==> src/rtl/float2int_pkg.sv <==
// Shared constants and helpers for the pipelined float-to-integer converter.
package float2int_pkg;

  localparam logic [1:0] RM_RNE = 2'b00;
  localparam logic [1:0] RM_RTZ = 2'b01;
  localparam logic [1:0] RM_RUP = 2'b10;
  localparam logic [1:0] RM_RDN = 2'b11;

  typedef enum logic [2:0] {
    CLS_ZERO = 3'd0,
    CLS_SUB  = 3'd1,
    CLS_NORM = 3'd2,
    CLS_INF  = 3'd3,
    CLS_NAN  = 3'd4
  } fp_class_e;

  function automatic int unsigned fp_bias(input int unsigned exp_wid);
    return (32'd1 << (exp_wid - 1)) - 32'd1;
  endfunction

  // Saturation limits as 64-bit patterns; callers keep the low INT_WID bits.
  function automatic logic [63:0] sat_max(input int unsigned int_wid);
    return (64'd1 << (int_wid - 1)) - 64'd1;
  endfunction

  function automatic logic [63:0] sat_min(input int unsigned int_wid);
    return 64'd1 << (int_wid - 1);
  endfunction

endpackage

==> src/rtl/float2int_if.sv <==
// Stream interface for the converter: float words in, integers plus flags out.
// A word moves on any rising edge where valid & ready are both high; valid
// never waits on ready, and payload is held while valid & ~ready.
interface float2int_if #(
  parameter int FP_WID  = 32,
  parameter int INT_WID = 32
);
  logic               in_valid;
  logic               in_ready;
  logic [FP_WID-1:0]  in_fp;
  logic [1:0]         in_rm;
  logic               out_valid;
  logic               out_ready;
  logic [INT_WID-1:0] out_int;
  logic               out_ovf;
  logic               out_inv;
  logic               out_inx;

  modport master (
    output in_valid, in_fp, in_rm, out_ready,
    input  in_ready, out_valid, out_int, out_ovf, out_inv, out_inx
  );

  modport slave (
    input  in_valid, in_fp, in_rm, out_ready,
    output in_ready, out_valid, out_int, out_ovf, out_inv, out_inx
  );
endinterface

==> src/rtl/f2i_round_sat.sv <==
// Final-stage combinational logic: rounding increment, negation and signed
// saturation of an aligned magnitude, plus exception flags.
module f2i_round_sat
  import float2int_pkg::*;
#(
  parameter int INT_WID = 32
) (
  input  logic               sign,
  input  logic [1:0]         rm,
  input  logic [INT_WID:0]   mag,
  input  logic               g,
  input  logic               s,
  input  logic               povf,
  input  logic               is_nan,
  input  logic               is_inf,
  output logic [INT_WID-1:0] res,
  output logic               ovf,
  output logic               inv,
  output logic               inx
);
  localparam logic [63:0] MAX64 = sat_max(INT_WID);
  localparam logic [63:0] MIN64 = sat_min(INT_WID);
  localparam logic [INT_WID-1:0] MAX_POS = MAX64[INT_WID-1:0];
  localparam logic [INT_WID-1:0] MIN_NEG = MIN64[INT_WID-1:0];

  logic           round_up;
  logic [INT_WID:0] sum;
  logic           rng_ovf;

  always_comb begin
    round_up = 1'b0;
    case (rm)
      RM_RNE:  round_up = g & (s | mag[0]);
      RM_RTZ:  round_up = 1'b0;
      RM_RUP:  round_up = ~sign & (g | s);
      default: round_up = sign & (g | s);
    endcase

    sum = mag + {{INT_WID{1'b0}}, round_up};

    // Negative side may reach exactly 2^(INT_WID-1); positive side may not.
    if (sign) rng_ovf = sum[INT_WID] | (sum[INT_WID-1] & (|sum[INT_WID-2:0]));
    else      rng_ovf = |sum[INT_WID:INT_WID-1];

    inv = is_nan | is_inf;
    ovf = ~inv & (povf | rng_ovf);

    if (inv)       res = (is_nan | ~sign) ? MAX_POS : MIN_NEG;
    else if (ovf)  res = sign ? MIN_NEG : MAX_POS;
    else if (sign) res = -sum[INT_WID-1:0];
    else           res = sum[INT_WID-1:0];

    inx = g | s | ovf | inv;
  end
endmodule

==> src/rtl/float2int_pipe.sv <==
// Three-stage float-to-signed-integer converter: unpack/classify, align,
// round/saturate. One global stall freezes every stage under backpressure.
module float2int_pipe
  import float2int_pkg::*;
#(
  parameter  int EXP_WID = 8,
  parameter  int MAN_WID = 23,
  parameter  int INT_WID = 32,
  localparam int FP_WID  = 1 + EXP_WID + MAN_WID
) (
  input logic        clk,
  input logic        rst,
  float2int_if.slave bus
);
  localparam int FW = MAN_WID + INT_WID + 1;
  localparam logic signed [EXP_WID:0] BIAS_S    = (EXP_WID+1)'(fp_bias(EXP_WID));
  localparam logic signed [EXP_WID:0] INT_WID_E = (EXP_WID+1)'(INT_WID);
  localparam logic signed [EXP_WID:0] E_M1      = '1;

  logic adv;
  logic out_valid_q;

  assign adv          = bus.out_ready | ~out_valid_q;
  assign bus.in_ready = adv;

  // Stage 1: unpack and classify
  logic                      sign_in;
  logic [EXP_WID-1:0]        exp_in;
  logic [MAN_WID-1:0]        frac_in;
  logic signed [EXP_WID:0]   e_in;
  fp_class_e                 cls_in;

  assign sign_in = bus.in_fp[FP_WID-1];
  assign exp_in  = bus.in_fp[FP_WID-2:MAN_WID];
  assign frac_in = bus.in_fp[MAN_WID-1:0];
  assign e_in    = $signed({1'b0, exp_in}) - BIAS_S;

  always_comb begin
    cls_in = CLS_NORM;
    if (&exp_in)             cls_in = (|frac_in) ? CLS_NAN : CLS_INF;
    else if (exp_in == '0)   cls_in = (|frac_in) ? CLS_SUB : CLS_ZERO;
  end

  logic                    s1_valid, s1_sign;
  logic [1:0]              s1_rm;
  logic [MAN_WID:0]        s1_man;
  logic signed [EXP_WID:0] s1_e;
  fp_class_e               s1_cls;

  always_ff @(posedge clk or posedge rst) begin
    if (rst) begin
      s1_valid <= 1'b0;
      s1_sign  <= 1'b0;
      s1_rm    <= RM_RNE;
      s1_man   <= '0;
      s1_e     <= '0;
      s1_cls   <= CLS_ZERO;
    end else if (adv) begin
      s1_valid <= bus.in_valid;
      s1_sign  <= sign_in;
      s1_rm    <= bus.in_rm;
      s1_man   <= {(exp_in != '0), frac_in};
      s1_e     <= e_in;
      s1_cls   <= cls_in;
    end
  end

  // Stage 2: align into integer part + guard + sticky
  logic [FW-1:0]    shifted;
  logic [INT_WID:0] mag_a;
  logic             g_a, s_a, povf_a;

  always_comb begin
    shifted = FW'(s1_man) << $unsigned(s1_e);
    mag_a   = '0;
    g_a     = 1'b0;
    s_a     = 1'b0;
    povf_a  = 1'b0;
    if (s1_e >= INT_WID_E) begin
      povf_a = 1'b1;
    end else if (s1_e < E_M1) begin
      s_a = |s1_man;
    end else if (s1_e == E_M1) begin
      g_a = s1_man[MAN_WID];
      s_a = |s1_man[MAN_WID-1:0];
    end else begin
      mag_a = shifted[FW-1:MAN_WID];
      g_a   = shifted[MAN_WID-1];
      s_a   = |shifted[MAN_WID-2:0];
    end
  end

  logic             s2_valid, s2_sign, s2_g, s2_s, s2_povf, s2_nan, s2_inf;
  logic [1:0]       s2_rm;
  logic [INT_WID:0] s2_mag;

  always_ff @(posedge clk or posedge rst) begin
    if (rst) begin
      s2_valid <= 1'b0;
      s2_sign  <= 1'b0;
      s2_rm    <= RM_RNE;
      s2_mag   <= '0;
      s2_g     <= 1'b0;
      s2_s     <= 1'b0;
      s2_povf  <= 1'b0;
      s2_nan   <= 1'b0;
      s2_inf   <= 1'b0;
    end else if (adv) begin
      s2_valid <= s1_valid;
      s2_sign  <= s1_sign;
      s2_rm    <= s1_rm;
      s2_mag   <= mag_a;
      s2_g     <= g_a;
      s2_s     <= s_a;
      s2_povf  <= povf_a;
      s2_nan   <= (s1_cls == CLS_NAN);
      s2_inf   <= (s1_cls == CLS_INF);
    end
  end

  // Stage 3: round, negate, saturate
  logic [INT_WID-1:0] res_r;
  logic               ovf_r, inv_r, inx_r;

  f2i_round_sat #(.INT_WID(INT_WID)) u_round_sat (
    .sign   (s2_sign),
    .rm     (s2_rm),
    .mag    (s2_mag),
    .g      (s2_g),
    .s      (s2_s),
    .povf   (s2_povf),
    .is_nan (s2_nan),
    .is_inf (s2_inf),
    .res    (res_r),
    .ovf    (ovf_r),
    .inv    (inv_r),
    .inx    (inx_r)
  );

  logic [INT_WID-1:0] out_int_q;
  logic               out_ovf_q, out_inv_q, out_inx_q;

  // Bubbles load zeros so result and flags read 0 whenever out_valid is low.
  always_ff @(posedge clk or posedge rst) begin
    if (rst) begin
      out_valid_q <= 1'b0;
      out_int_q   <= '0;
      out_ovf_q   <= 1'b0;
      out_inv_q   <= 1'b0;
      out_inx_q   <= 1'b0;
    end else if (adv) begin
      out_valid_q <= s2_valid;
      out_int_q   <= s2_valid ? res_r : '0;
      out_ovf_q   <= s2_valid & ovf_r;
      out_inv_q   <= s2_valid & inv_r;
      out_inx_q   <= s2_valid & inx_r;
    end
  end

  assign bus.out_valid = out_valid_q;
  assign bus.out_int   = out_int_q;
  assign bus.out_ovf   = out_ovf_q;
  assign bus.out_inv   = out_inv_q;
  assign bus.out_inx   = out_inx_q;
endmodule

==> src/flat_wrapper.sv <==
// flat-port wrapper written by rule: the top's interface ports become plain ports
module float2int_pipe_flat import float2int_pkg::*;
#(
  parameter  int EXP_WID = 8,
  parameter  int MAN_WID = 23,
  parameter  int INT_WID = 32,
  localparam int FP_WID  = 1 + EXP_WID + MAN_WID
)
  (clk, rst, bus_in_valid, bus_in_fp, bus_in_rm, bus_out_ready, bus_in_ready, bus_out_valid, bus_out_int, bus_out_ovf, bus_out_inv, bus_out_inx);
  float2int_if #(.FP_WID(32), .INT_WID(INT_WID)) bus_i ();
  input logic clk;
  input logic rst;
  input wire logic [$bits(bus_i.in_valid)-1:0] bus_in_valid;
  input wire logic [$bits(bus_i.in_fp)-1:0] bus_in_fp;
  input wire logic [$bits(bus_i.in_rm)-1:0] bus_in_rm;
  input wire logic [$bits(bus_i.out_ready)-1:0] bus_out_ready;
  output wire logic [$bits(bus_i.in_ready)-1:0] bus_in_ready;
  output wire logic [$bits(bus_i.out_valid)-1:0] bus_out_valid;
  output wire logic [$bits(bus_i.out_int)-1:0] bus_out_int;
  output wire logic [$bits(bus_i.out_ovf)-1:0] bus_out_ovf;
  output wire logic [$bits(bus_i.out_inv)-1:0] bus_out_inv;
  output wire logic [$bits(bus_i.out_inx)-1:0] bus_out_inx;
  assign bus_i.in_valid = bus_in_valid;
  assign bus_i.in_fp = bus_in_fp;
  assign bus_i.in_rm = bus_in_rm;
  assign bus_i.out_ready = bus_out_ready;
  assign bus_in_ready = bus_i.in_ready;
  assign bus_out_valid = bus_i.out_valid;
  assign bus_out_int = bus_i.out_int;
  assign bus_out_ovf = bus_i.out_ovf;
  assign bus_out_inv = bus_i.out_inv;
  assign bus_out_inx = bus_i.out_inx;
  float2int_pipe #(.EXP_WID(EXP_WID), .MAN_WID(MAN_WID), .INT_WID(INT_WID)) u_core (.clk(clk), .rst(rst), .bus(bus_i));
endmodule
==> config.mk <==
export PLATFORM = sky130hd
export DESIGN_NAME = float2int_pipe_flat
export DESIGN_NICKNAME = d
export VERILOG_FILES = /design/src/rtl/float2int_pkg.sv /design/src/rtl/float2int_if.sv /design/src/rtl/f2i_round_sat.sv /design/src/rtl/float2int_pipe.sv /design/src/flat_wrapper.sv
export SDC_FILE = /design/constraint.sdc
export NUM_CORES = 1
export LEC_CHECK = 0
export ABC_CLOCK_PERIOD_IN_PS = 5300
export BUFFER_PORTS_ARGS = -buffer_cell sky130_fd_sc_hd__buf_4
export CORE_MARGIN = 1.5
export CORE_UTILIZATION = 25
export CTS_CLUSTER_DIAMETER = 60
export DETAILED_ROUTE_END_ITERATION = 7
export GPL_ROUTABILITY_DRIVEN = 0
export PLACE_DENSITY = 0.37
export SYNTH_ARGS = -nofsm -noshare
export SYNTH_HDL_FRONTEND = slang
export SYNTH_SLANG_ARGS = --single-unit
==> constraint.sdc <==
create_clock -name clk -period 5.3 [get_ports clk]
set_input_delay 0.265 -clock clk [delete_from_list [all_inputs] [get_ports clk]]
set_output_delay 0.265 -clock clk [all_outputs]
set_load 0.03 [all_outputs]
# [Yosys cells after proc, flatten, opt, wreduce, memory -nomap -nowiden]
# Index checks and enable logic that the tools add are counted.
# W data, S select, Z words.
[word_totals] ff_bits=118 latch_bits=0 ramBits=0 rom_bits=0 inputBits=38 n_memories=0
[op_classes] addsub=3 mul=0 div_mod_pow=0 magnitude_cmp=2 n_eq_ne=5 shifts=1 mux=22 bitwise=20 n_reduce_logical=10
[ops] op="$mux W32" count=6
[ops] op="$mux W33" count=3
[ops] op="$shl A24 B9 Y56" count=1
[ops] op="$reduce_or A23 Y1" count=2
[ops] op="$add A33 B1 Y33" count=1
[ops] op="$neg A32 Y32" count=1
[ops] op="$reduce_or A31 Y1" count=1
[ops] op="$reduce_or A24 Y1" count=1
[ops] op="$reduce_or A22 Y1" count=1
[ops] op="$eq A9 B1 Y1 const B" count=1
[ops] op="$ge A9 B7 Y1 const B" count=1
[ops] op="$lt A9 B1 Y1 const B" count=1
[ops] op="$mux W1" count=9
[ops] op="$mux W3" count=3
[ops] op="$or A1 B1 Y1" count=9
[ops] op="$sub A8 B7 Y9 const B" count=1
[ops] op="$and A1 B1 Y1" count=8
[ops] op="$logic_not A8 Y1" count=1
[ops] op="$reduce_and A8 Y1" count=1
[ops] op="$reduce_bool A8 Y1" count=1
[ops] op="$eq A3 B2 Y1 const B" count=1
[ops] op="$eq A3 B3 Y1 const B" count=1
[ops] op="$not A1 Y1" count=3
[ops] op="$pmux W1 S3" count=1
[ops] op="other kinds (4)" count=4

# [Longest topological paths before layout]
[depth] depth_word=13 depth_mapped=20 mapped_depth_nobuf=17

# [By module]
# A second synthesis with hierarchy kept.
[hier_totals] hier_cells=1168 hier_area_um2=9325.2
[by_module_without_submodules] module="float2int_pipe" instances=1 cells_each=762 area_each_um2=6741.5 seq_area_each_um2=2952.8
[by_module_without_submodules] module="f2i_round_sat" instances=1 cells_each=406 area_each_um2=2583.7 seq_area_each_um2=0.0

# [Least setup slack after synthesis]
# No wires, ideal clock.
[synth_path] kind="reg2reg" from="register u_core.s2_sign" to="register u_core.out_int_q[10], in the netlist u_core.bus.out_int[10]" t_arrival_ns=3.877 required_time_ns=5.180 setup_slack_ns=1.302 path_stages_with_launch=18 path_buffers=4 path_cell_list="dfrtp_1 clkinv_1 a2111oi_0 ha_1 ha_1 buf_2 and4_1 buf_4 nand3_1 or4_1 and3_4 nor4_4 nor4b_2 o211ai_1 buf_2 buf_6 o21ai_1 nand2_1"
[synth_between] elab_chain_cells=13 elab_cells_between_ends=20 cone_classes="2 x add/sub; 8 x mux; 8 x bitwise; 2 x reduce/logical"
[synth_rtl] element="start: declaration" line="float2int_pipe.sv:93" source="logic s2_valid, s2_sign, s2_g, s2_s, s2_povf, s2_nan, s2_inf;"
[synth_rtl] element="start signal: assignment" line="float2int_pipe.sv:110" source="s2_sign <= s1_sign;"
[synth_rtl] element="branches (longest 11 deep; another with $add A33 B1 Y33)"
[synth_rtl] element="$mux W32 (*)" line="f2i_round_sat.sv:48" source="if (inv) res = (is_nan | ~sign) ? MAX_POS : MIN_NEG;"
[synth_rtl] element="$mux W32 (*)" line="float2int_pipe.sv:153" source="out_int_q <= s2_valid ? res_r : '0;"
[synth_rtl] element="end signal: assignment" line="float2int_pipe.sv:153"
[synth_rtl] element="end: declaration" line="float2int_pipe.sv:140" source="logic [INT_WID-1:0] out_int_q;"
# Every way passes the cells marked *.
# A chain may end at the register's enable or synchronous reset.

# [Worst setup path in the final report]
[layout_path] from="register u_core.s2_s" to="register u_core.out_int_q[17], in the netlist u_core.bus.out_int[17]"
[layout_between] elab_chain_cells=13 elab_cells_between_ends=19 cone_classes="2 x add/sub; 6 x mux; 9 x bitwise; 2 x reduce/logical"
[layout_rtl] element="start: declaration" line="float2int_pipe.sv:93"
[layout_rtl] element="start signal: assignment" line="float2int_pipe.sv:104" source="s2_s <= 1'b0;"
[layout_rtl] element="start signal: assignment" line="float2int_pipe.sv:114" source="s2_s <= s_a;"
[layout_rtl] element="$or A1 B1 Y1 (on tied branches)" line="f2i_round_sat.sv:35, f2i_round_sat.sv:36, f2i_round_sat.sv:33"
[layout_rtl] element="$and A1 B1 Y1 (on tied branches)" line="f2i_round_sat.sv:36, f2i_round_sat.sv:33, f2i_round_sat.sv:35"
[layout_rtl] element="$pmux W1 S3 (*)" line="f2i_round_sat.sv:32" source="case (rm)"
[layout_rtl] element="$add A33 B1 Y33 (*)" line="f2i_round_sat.sv:39" source="sum = mag + {{INT_WID{1'b0}}, round_up};"
[layout_rtl] element="branches (longest 6 deep; another with $neg A32 Y32)"
[layout_rtl] element="$mux W32 (*)" line="f2i_round_sat.sv:49" source="else if (ovf) res = sign ? MIN_NEG : MAX_POS;"
[layout_rtl] element="$mux W32 (*)" line="f2i_round_sat.sv:48"
[layout_rtl] element="$mux W32 (*)" line="float2int_pipe.sv:153"
# Marked as above.

==> results.cfg <==
[synthesis]
syn_inst = 1074
ys.flop_type = dfrtp_1
seq_area_frac_synth = 0.344
synth.avg_cell_area_um2 = 8.00
yosysTopAreaCell = dfrtp_1
syn_nets = 1118
yosysWarnings = 0
async_flop_share = 1.00
synth_area_um2 = 8600
yosys_register_bits = 118
synth_area_leaders = dfrtp_1 (34%), nand2_1 (11%), o21ai_0 (4.6%), xnor2_1 (3.8%), mux2i_1 (3.6%)
synth_top_cell_area_share = 0.344
yosysUniqueCellTypes = 82
synth_edf_count = 0

[timing]
final-hold-violation-count = 0
slew_violations = 0
worstMarginPinSlew_ns = 0.947
min_period_ns = 4.76
setup_violations = 0
rsz0062_at_grt = no
max-slew-margin-rel = 0.369
fin_setup_tns_ns = 0
timing.final.crit_share = 0.898
fin_skew_ns = 0.0142
fmax_mhz = 210

[routing]
drc = 0
ant_nets = 0
drt_iter0_drc = 476
via_count = 7819
drt-total-wl_um = 28500
drt-wirelength-per-cell_um = 18.3
vias_per_cell = 5.02
first_pass_iters = 5

[final_layout]
area_growth_syn_to_layout_pct = 16.4
fin_util = 0.297
mostFrequentLayoutCells = nand2_1 (263), dfrtp_1 (118), buf_4 (90), o21ai_0 (79), nor2_1 (68)
drive_above_1_share = 0.155
fill_cells = 3665
antenna_cells = 0
num-nets-final = 1148
layout_commonest_cell = nand2_1

[global_route]
grt_pass1_wl_um = 46100
grt_pass1_vias = 7829
antenna_found_initial = 0
grt_max_degree = 84
track_usage = 0.166
grt-ovfl-total = 0

[critical_path]
crit_arrival_ns = 5.06
path_max_fanout = 29
critPathKind = register to register
cp-start-kind = register
end_kind = register
worstPathRequired_ns = 5.60

[clock_tree]
cts.sinks = 118
cts_tree = done
hold_buffers = 1
cts_resized = 0
post_cts.repair.setup_buffers = 0
clk_latency_ns = 0.43
clock_path_buffers = 2
clockRootBuffer = clkbuf_16
cts_inserted_buffers = 17
htreeDepth = 4
path_clk_slew_ns = 0.06

[floorplanning]
std_cell_rows = 67
io_pins = 75
die_w_um = 188
initial_core_util = 0.255
die_area_um2 = 35500
chipHeight_um = 188
design.core.area_um2 = 33700

[placement]
hpwlAfterDp_um = 21400
port_buffers = 74

[hold_path]
min-delay-path-class = input port to register

[power_and_ir_drop]
leakage_nw = 4.31
power_density_nw_per_um2 = 470
ir_worst_vdd_mv = 0.264

[job]
cap_viol_max_count = 0

[run_status]
outcome = completed
[area by class of cell]
cell class | instances | area [µm²] | area share
Multi-Input combinational cell | 856 | 5200 | 0.519
Sequential cell | 118 | 2950 | 0.295
Timing Repair Buffer | 91 | 686 | 0.0685
Tap cell | 448 | 561 | 0.0560
Clock buffer | 21 | 480 | 0.0480
Inverter | 20 | 77.6 | 0.00775
Clock inverter | 5 | 52.6 | 0.00525
[flip-flops by register name, summed over array words and instances, names as in the netlist, 2 cells and up]
signal and flops:
u_core.s1_man 24, u_core.s1_rm 2, u_core.s1_cls 3, u_core.s1_e 9, u_core.s2_mag 33, u_core.bus.out_int 32
u_core.s2_rm 2
[metrics by stage]
stage          std cells  cell area, µm²  total power (W)  hold WS, ns  worst slack (ns)
2_1_floorplan       1074            8600          0.00291        0.350              1.30
3_3_place_gp        1532            9460          0.00366        0.344             0.684
3_5_place_dp        1532            9460          0.00365        0.343             0.543
4_1_cts             1559           10000          0.00476      0.00802             0.521
5_1_grt             1559           10000          0.00503       0.0334            0.0854
6_report            1559           10000          0.00470       0.0269             0.538
[where the power goes]
part / internal, W / switching, W
logic: 0.000824 / 0.00140
clock network: 0.000674 / 0.000417
registers: 0.00112 / 0.000265
total: 0.00262 / 0.00208
[synthesized netlist by cell type (7+ instances only)]
library cell / count
clkbuf_1: 48
buf_2: 10
xor2_1: 27
nand2b_1: 7
o21ai_0: 79
mux4_2: 9
buf_4: 8
a22o_1: 9
nand4_1: 16
nor2_1: 68
or3_1: 8
mux2_2: 16
nor3_1: 30
nor4_1: 15
inv_1: 17
and3_1: 12
xnor2_1: 37
dfrtp_1: 118
mux2i_1: 31
o211ai_1: 10
a21oi_1: 33
nand2_1: 263
nand3_1: 26
and4_1: 7
o31ai_1: 9
o21ai_1: 28
[final timing paths]
kind | start | endpoint | slack [ns] | depth (start not counted)
min reg2reg | u_core.s1_valid | u_core.s1_valid | 0.46 | 2
max in group asynchronous | rst | u_core.s2_nan | 3.92 | 4
min | bus_in_rm[0] | u_core.s1_rm[0] | 0.03 | 3
max reg2reg | u_core.s2_s | u_core.bus.out_int[17] | 0.54 | 18
min in group asynchronous | rst | u_core.s1_man[15] | 0.42 | 3
max | u_core.s2_s | u_core.bus.out_int[17] | 0.54 | 18
[worst max-delay path: stages (launching register included)]
cell and delay (ns):
dfrtp_1 0.38, nor2_1 0.06, nor2_1 0.08, nor2_1 0.04, a2111oi_0 0.41, ha_1 0.41, ha_1 0.41, and4_1 0.50
buf_4 0.25, nand4_1 0.13, xnor2_1 0.25, a211o_1 0.32, or2_0 0.21, buf_4 0.18, nor4b_2 0.31, o211ai_1 0.12
buf_4 0.26, nand2_1 0.16, o211ai_1 0.11
[kinds of logic after synthesis]
family                     Yosys count  synth area share
muxes                               56            0.0806
adders and majority gates            6           0.00873
AOI/OAI and AO/OA                  231             0.172
xor gates and xnor gates            64            0.0652
buffers and inverters              100            0.0527
DFF                                118             0.344
and+or+nand+nor                    499             0.277
[routing by layer]
metal | track usage | share of wire | wire, µm
met3 | 0.0237 | 0.026 | 752
met2 | 0.258 | 0.45 | 12800
met4 | 0.0525 | 0.017 | 474
met5 | 0 | 0 | 0
met1 | 0.237 | 0.51 | 14400
No activity file was read; power rests on OpenSTA's default activity.
